$ cat config.mk
export PLATFORM = sky130hd
export DESIGN_NAME = seg4_scan_driver
export DESIGN_NICKNAME = d
export VERILOG_FILES = /design/src/rtl/seg4_scan_driver.sv
export SDC_FILE = /design/constraint.sdc
export NUM_CORES = 1
export LEC_CHECK = 0
export CAP_MARGIN = 20
export CELL_PAD_IN_SITES_DETAIL_PLACEMENT = 0
export CELL_PAD_IN_SITES_GLOBAL_PLACEMENT = 1
export CORE_ASPECT_RATIO = 0.75
export CORE_MARGIN = 4
export CORE_UTILIZATION = 49
export CTS_CLUSTER_SIZE = 14
export DETAILED_ROUTE_END_ITERATION = 10
export PLACE_DENSITY_LB_ADDON = 0.15
export SLEW_MARGIN = 20
export SYNTH_ARGS = -nofsm -noshare
export SYNTH_HDL_FRONTEND = slang
export SYNTH_SLANG_ARGS = --single-unit
$ cat constraint.sdc
create_clock -name clk -period 4.8 [get_ports clk]
set_input_delay 0.96 -clock clk [delete_from_list [all_inputs] [get_ports clk]]
set_output_delay 0.96 -clock clk [all_outputs]
set_load 0.02 [all_outputs]
$ cat src/rtl/seg4_scan_driver.sv
// seg4_scan_driver: time-multiplexed driver for a 4-digit common-anode 7-segment module.
// Takes packed BCD plus decimal points over a valid/ready load handshake. New values
// reach the display only at frame boundaries, so a frame never mixes two values.
// Optional build macro: SEG4_LEADING_ZERO_BLANK_EN blanks leading zero digits 3..1.
module seg4_scan_driver #(
  parameter int unsigned SCAN_DIV  = 100000,
  parameter int unsigned BLANK_CYC = 1000
) (
  input  logic        clk,
  input  logic        rst_n,
  input  logic [15:0] bcd_in,
  input  logic [3:0]  dp_in,
  input  logic        in_valid,
  output logic        in_ready,
  output logic [6:0]  seg_n,
  output logic        dp_n,
  output logic [3:0]  an_n,
  output logic        frame_tick
);

  localparam int unsigned CntW = (SCAN_DIV > 1) ? $clog2(SCAN_DIV) : 1;
  localparam logic [CntW-1:0] CntMax   = CntW'(SCAN_DIV - 1);
  localparam logic [CntW-1:0] BlankCnt = CntW'(BLANK_CYC);

  // Active-low glyph for one nibble; non-BCD codes show a dash.
  function automatic logic [6:0] decode(input logic [3:0] nib);
    logic [6:0] g;
    case (nib)
      4'd0:    g = 7'b1000000;
      4'd1:    g = 7'b1111001;
      4'd2:    g = 7'b0100100;
      4'd3:    g = 7'b0110000;
      4'd4:    g = 7'b0011001;
      4'd5:    g = 7'b0010010;
      4'd6:    g = 7'b0000010;
      4'd7:    g = 7'b1011000;
      4'd8:    g = 7'b0000000;
      4'd9:    g = 7'b0010000;
      default: g = 7'b0111111;
    endcase
    return g;
  endfunction

  // Scan state
  logic [CntW-1:0] cnt_q, cnt_d;
  logic [1:0]      idx_q, idx_d;
  logic            slot_end;

  // Load / display state
  logic [15:0] pend_q, pend_d;
  logic [3:0]  pend_dp_q, pend_dp_d;
  logic        pend_vld_q, pend_vld_d;
  logic [15:0] disp_q, disp_d;
  logic [3:0]  disp_dp_q, disp_dp_d;
  logic        accept, commit;

  // Output next-state
  logic        blank_win, seg_load;
  logic [3:0]  an_d;
  logic        frame_tick_d;
  logic [3:0]  nib_sel;
  logic        dp_sel;
  logic [6:0]  glyph;
  logic [6:0]  seg_d;
  logic        dp_n_d;

  // Slot counter wraps at SCAN_DIV-1 and steps the digit index.
  always_comb begin
    slot_end = (cnt_q == CntMax);
    cnt_d    = slot_end ? '0 : cnt_q + 1'b1;
    idx_d    = slot_end ? idx_q + 2'd1 : idx_q;
  end

  // Handshake and frame-synchronous commit; accept needs an empty pending slot,
  // so accept and commit can never hit the same cycle.
  always_comb begin
    accept     = in_valid && in_ready;
    commit     = frame_tick && pend_vld_q;
    pend_d     = accept ? bcd_in : pend_q;
    pend_dp_d  = accept ? dp_in : pend_dp_q;
    pend_vld_d = pend_vld_q;
    if (accept) begin
      pend_vld_d = 1'b1;
    end else if (commit) begin
      pend_vld_d = 1'b0;
    end
    disp_d    = commit ? pend_q : disp_q;
    disp_dp_d = commit ? pend_dp_q : disp_dp_q;
  end

`ifdef SEG4_LEADING_ZERO_BLANK_EN
  logic [3:0] lead_zero;

  // A digit is a leading zero when it and every higher digit is 0 with no dp lit.
  always_comb begin
    lead_zero[3] = (disp_d[15:12] == 4'd0) && !disp_dp_d[3];
    lead_zero[2] = lead_zero[3] && (disp_d[11:8] == 4'd0) && !disp_dp_d[2];
    lead_zero[1] = lead_zero[2] && (disp_d[7:4] == 4'd0) && !disp_dp_d[1];
    lead_zero[0] = 1'b0;
  end
`endif

  // Output next-state, computed from next-state scan position so registered
  // outputs line up with the counter they describe.
  always_comb begin
    blank_win    = (cnt_d < BlankCnt);
    // Slot start reload also covers BLANK_CYC of 0.
    seg_load     = blank_win || (cnt_d == '0);
    an_d         = blank_win ? 4'hF : ~(4'b0001 << idx_d);
    frame_tick_d = (cnt_d == CntMax) && (idx_d == 2'd3);

    unique case (idx_d)
      2'd0: nib_sel = disp_d[3:0];
      2'd1: nib_sel = disp_d[7:4];
      2'd2: nib_sel = disp_d[11:8];
      2'd3: nib_sel = disp_d[15:12];
    endcase
    dp_sel = disp_dp_d[idx_d];

    glyph = decode(nib_sel);
`ifdef SEG4_LEADING_ZERO_BLANK_EN
    if (lead_zero[idx_d]) begin
      glyph = 7'h7F;
    end
`endif

    seg_d  = seg_load ? glyph : seg_n;
    dp_n_d = seg_load ? !dp_sel : dp_n;
  end

  // Scan counter and digit index registers.
  always_ff @(posedge clk or negedge rst_n) begin
    if (!rst_n) begin
      cnt_q <= '0;
      idx_q <= 2'd0;
    end else begin
      cnt_q <= cnt_d;
      idx_q <= idx_d;
    end
  end

  // Pending and display registers plus in_ready.
  always_ff @(posedge clk or negedge rst_n) begin
    if (!rst_n) begin
      pend_q     <= 16'h0000;
      pend_dp_q  <= 4'h0;
      pend_vld_q <= 1'b0;
      disp_q     <= 16'h0000;
      disp_dp_q  <= 4'h0;
      in_ready   <= 1'b1;
    end else begin
      pend_q     <= pend_d;
      pend_dp_q  <= pend_dp_d;
      pend_vld_q <= pend_vld_d;
      disp_q     <= disp_d;
      disp_dp_q  <= disp_dp_d;
      in_ready   <= !pend_vld_d;
    end
  end

  // Registered display outputs.
  always_ff @(posedge clk or negedge rst_n) begin
    if (!rst_n) begin
      seg_n      <= 7'h7F;
      dp_n       <= 1'b1;
      an_n       <= 4'hF;
      frame_tick <= 1'b0;
    end else begin
      seg_n      <= seg_d;
      dp_n       <= dp_n_d;
      an_n       <= an_d;
      frame_tick <= frame_tick_d;
    end
  end

endmodule

After elaboration in Yosys (flattened, before gate mapping)
Memories as Yosys holds them, arrays and structs flattened. A register that Yosys moved wholly into a read port is not among the register bits.
Cells that the tools add are included.
{"block": "op_classes", "shift": 1, "n_lt_le_gt_ge": 2, "n_mul": 0, "mux": 10, "n_eq_ne": 5, "reduce_logical": 9, "div_mod_pow": 0, "n_addsub": 2, "bitwise": 1}
{"operator": "== test 17 bit, second input constant", "n": 2}
{"operator": "adder 17 x 1 -> 17 bit, second input constant", "n": 1}
{"operator": "zero test 17 bit", "n": 1}
{"operator": "less-than comparator 17 x 10 -> 1 bit, second input constant", "n": 1}
{"operator": "two-way mux 17 bit", "n": 1}
{"operator": "two-way mux 16 bit", "n": 1}
{"operator": "one-hot mux 4 bit (4 select lines)", "n": 1}
{"operator": "two-way mux 4 bit", "n": 2}
{"operator": "== test 2 bit, second input constant", "n": 2}
{"operator": "inverter 4 bit", "n": 1}
{"operator": "<< shifter 1 x 2 -> 4 bit, first input constant", "n": 1}
{"operator": "logical AND 1 bit", "n": 3}
{"operator": "zero test 1 bit", "n": 3}
{"operator": "less-than comparator 2 x 3 -> 1 bit, second input constant", "n": 1}
{"operator": "two-way mux 1 bit", "n": 3}
{"operator": "adder 2 x 1 -> 2 bit, second input constant", "n": 1}
{"operator": "binary-select mux 1 bit (select 2 bit)", "n": 1}
{"operator": "== test 2 x 1 -> 1 bit, second input constant", "n": 1}
{"operator": "zero test 2 bit", "n": 1}
{"operator": "two-way mux 2 bit", "n": 1}
{"operator": "logical OR 1 bit", "n": 1}
{"block": "totals", "latch_bits": 0, "ram_bits": 0, "n_memories": 1, "reg_bits": 67, "output_inout_bits": 14, "mem_bits_ro": 112, "inputBits": 23, "wordCells": 42}
{"name": "(name not given)", "depth": 16, "word_bits": 7, "read_ports": 1, "rd_clocked_by_memory_dff": 1, "write_ports": 0, "line_no": "28", "source": "case (nib)"}

Logic depth before layout (Yosys ltp)
{"block": "depth", "depth_word": 5, "mapped_depth": 14, "mapped_depth_nobuf": 11}

Worst setup path before layout
Ideal clock, no wire load.
{"block": "synth_path", "path_kind": "reg-to-reg", "startpoint": "register cnt_q[0]", "endpoint": "register seg_n[0]", "synth_period_minus_slack_ps": 3105, "t_arrival_ps": 3023, "required_time_ps": 4718, "path_stages_with_launch": 12, "path_slack_ps": 1695, "n_path_buf": 2, "setup_time_ps": 82, "path_cell_list": "dfrtp_1 ha_1 and4_4 and4_1 buf_4 buf_8 mux2_2 or4_1 ha_1 mux2_2 mux2_2 mux2_2"}
{"block": "synth_between", "elab_chain_cells": 4, "word_cells_on_any_way": 12, "cone_classes": "add/sub: 1; order compare: 1; eq/ne: 4; mux: 3; reduce/logical: 3"}
{"item": "from (decl)", "line_no": "45", "source": "logic [CntW-1:0] cnt_q, cnt_d;"}
{"item": "from (signal assigned)", "line_no": "137", "source": "cnt_q <= cnt_d;"}
{"item": "adder 17 x 1 -> 17 bit / == test 17 bit (equally long branches)", "line_no": "70, 69"}
{"item": "two-way mux 17 bit / two-way mux 2 bit (equally long branches)", "line_no": "70, 71"}
{"item": "less-than comparator 17 x 10 -> 1 bit, or another cell as far along", "line_no": "106", "source": "blank_win = (cnt_d < BlankCnt);"}
{"item": "logical OR 1 bit / one-hot mux 4 bit (4 select lines) (equally long branches)", "line_no": "108, 112"}
{"item": "to (decl)", "line_no": "15", "source": "output logic [6:0] seg_n,"}
Several ways; a longest one is shown, not always the timed one.
A chain may end at the register's enable or synchronous reset.

Final worst setup path
Same ends and word-level chain as after synthesis.

==> results.toml <==
[power]
powerDensity_mw_per_mm2 = 279
finalPower_mw = 1.22
p_leak_nw = 2.01
vdd_drop_max_v = 0.000152

[yosys]
yosysMostFrequentCell = "dfrtp_1"
syn-instance-count = 319
avgSynthCellArea_sq_um = 11.6
netlist_area_sq_mm = 0.00370
syn-num-nets = 348
synth-seq-cells = 74
synth_warnings = 0
synth_top_cells_by_count = "dfrtp_1, mux2_2, nand3_1, inv_1"
ys.flop_type = "dfrtp_1"
synthTopCellsByArea = "dfrtp_1, mux2_2, dfstp_2"
synth-seq-area-share_pct = 50.5
synth_edf_count = 0
ys_types = 48
ys_async_sr_fraction_pct = 100
synth_top_area_share_pct = 41.2
yosysTopAreaCell = "dfrtp_1"

[global_routing]
antenna_found_initial = 0
grt_max_degree = 47
grt-ovfl-total = 0
grt_pass1_wl_microns = 12600
track_usage_pct = 17.7
grt_pass1_vias = 2551

[timing]
maxSlewViolCount = 0
rsz0062_at_grt = "no"
final-hold-violation-count = 0
finalSetupViolCount = 0
worst_pin_slew_ns = 0.851
finClkSkew_ns = 0.0113
slew_headroom_pct = 43.2
fmax_mhz = 302
fin_crit_ns = 3.31
setup_tns_ns = 0
fin_crit_sh_pct = 68.9

[clock_network]
cts_made_buffers = 9
cts_tree = "done"
cts-htree-levels = 3
clkSinkCount = 74
post_cts_buffers = 0
cts_resized = 0
ctsHoldBuffers = 0
clk_path_buf_depth = 2
clk_latency_ns = 0.35
clk_pin_slew_ns = 0.08
root_buffer = "clkbuf_8"

[place]
portBuffers = 36
routabilityCongestion = 0.842
dpl.hpwl_microns = 5170

[detailed_routing]
drc = 0
postRouteAntennaNets = 0
first_pass_iters = 4
route.vias.total = 2489
dr.first_iter.drc_count = 118
drt-total-wl_microns = 7190
viasPerCell = 5.45
wl_per_cell_microns = 15.7

[cells_and_area]
drive_gt1_share_pct = 25.8
finalNetCount = 381
diodes = 0
area_delta_synth_final_pct = 17.5
nFillCells = 637

[flow_run]
drv_cap = 0

[die]
io_pins = 37
die_x_microns = 108
die-area_sq_mm = 0.00902
die_h_microns = 83.3
rows = 27
initial_core_util_pct = 50.5
core_sq_mm = 0.00733

[min_path]
hold_class = "flip-flop to flip-flop"

[setup_path]
arrival_ns = 3.58
setup.worst_path.end_class = "flip-flop"
crit_fanout = 5
cp.required_ns = 5.07
cp-start-kind = "flip-flop"
critPathKind = "flip-flop to flip-flop"

[run_status]
status = "complete, no violations"
[cells in the final DEF (no fill, tap or decap), types with 3 or more instances in the layout]
| master | n |
|---|---|
| dfrtp_1 | 61 |
| mux2_2 | 51 |
| clkdlybuf4s50_1 | 35 |
| nand3_1 | 20 |
| inv_1 | 16 |
| nor2_1 | 15 |
| nor3_1 | 15 |
| nand2_1 | 13 |
| dfstp_2 | 13 |
| xnor2_1 | 12 |
| nand4_1 | 10 |
| clkbuf_8 | 9 |
| mux2i_1 | 7 |
| o21ai_0 | 6 |
| ha_1 | 6 |
| xor2_1 | 5 |
| or3_1 | 5 |
| a2111oi_0 | 4 |
| a21oi_1 | 3 |
| nor2b_1 | 3 |
| nor4_1 | 3 |
| and2_1 | 3 |
| and3_1 | 3 |
| mux4_2 | 3 |
| bufinv_16 | 3 |
| buf_4 | 3 |
[path summary, 6_finish.rpt]
kind	from	to	slack, ns	depth (start not counted)
max reg2reg	cnt_q[0]	seg_n[0]	1.49	9
max	cnt_q[0]	seg_n[0]	1.49	9
min in group asynchronous	rst_n	pend_dp_q[2]	0.60	1
max in group asynchronous	rst_n	dp_n	3.37	2
min	cnt_q[0]	cnt_q[0]	0.49	1
min reg2reg	cnt_q[0]	cnt_q[0]	0.49	1
[report_power, final]
group	leakage (nW)	total [mW]	switching (mW)	internal, mW
Combinational	0.931	0.0292	0.0133	0.0158
Sequential	0.968	0.624	0	0.624
Clock	0.113	0.562	0.223	0.340
[layer usage]
| metal | track usage (%) | vias up | routed length (microns) |
|---|---|---|---|
| li1 | - | 1199 | - |
| met1 | 26.7 | 1228 | 3690 |
| met2 | 24.9 | 56 | 3100 |
| met3 | 5.21 | 6 | 332 |
| met4 | 4.47 | 0 | 66 |
| met5 | 0 | - | 0 |
[sequential cells by signal (all words and copies together), names as in the netlist]
name	cells
an_n	4
cnt_q	17
disp_dp_q	4
pend_dp_q	4
dp_n	1
pend_q	16
pend_vld_q	1
seg_n	7
disp_q	16
frame_tick	1
idx_q	2
in_ready	1
[critical path, cell delays in order, from the launching register on]
cell and delay [ns]:
dfrtp_1 0.39, ha_1 0.27, and4_4 0.29, and4_1 0.30, mux2_2 0.35, or4_1 0.61, ha_1 0.25, mux2_2 0.26
mux2_2 0.26, mux2_2 0.26
[logic make-up after synthesis]
logic type	synth area share, %
buffers and inverters	3.96
muxes	19.2
adders and majority gates	2.03
DFF	50.5
and+or+nand+nor	15.3
AOI/OAI and AO/OA	4.94
xor gates and xnor gates	4.02
[through the flow]
stage                     worst slack [ns]  instance area [sq um]  std cells  hold slack [ns]  utilization (%)
final                                 1.49                   4350        457            0.485             59.3
after CTS                             1.48                   4350        457            0.488             59.3
after global routing                  1.31                   4350        457            0.518             59.3
after floorplan                       1.70                   3700        319            0.445                -
after detailed placement              1.52                   4120        442            0.477             56.1
after global placement                1.58                   4120        442            0.458             56.1
[cell type report]
class                   instances  area [sq um]  share of cell area (%)
clock buffers                   9           124                    2.85
well taps                     101           126                    2.91
inverters                      17          63.8                    1.47
multi-input cells             212          1690                    38.8
flip-flops and latches         74          1870                    43.0
repair buffers                 38           373                    8.58
clock inverters                 6           106                    2.45
Power figures use the tool's default switching activity.
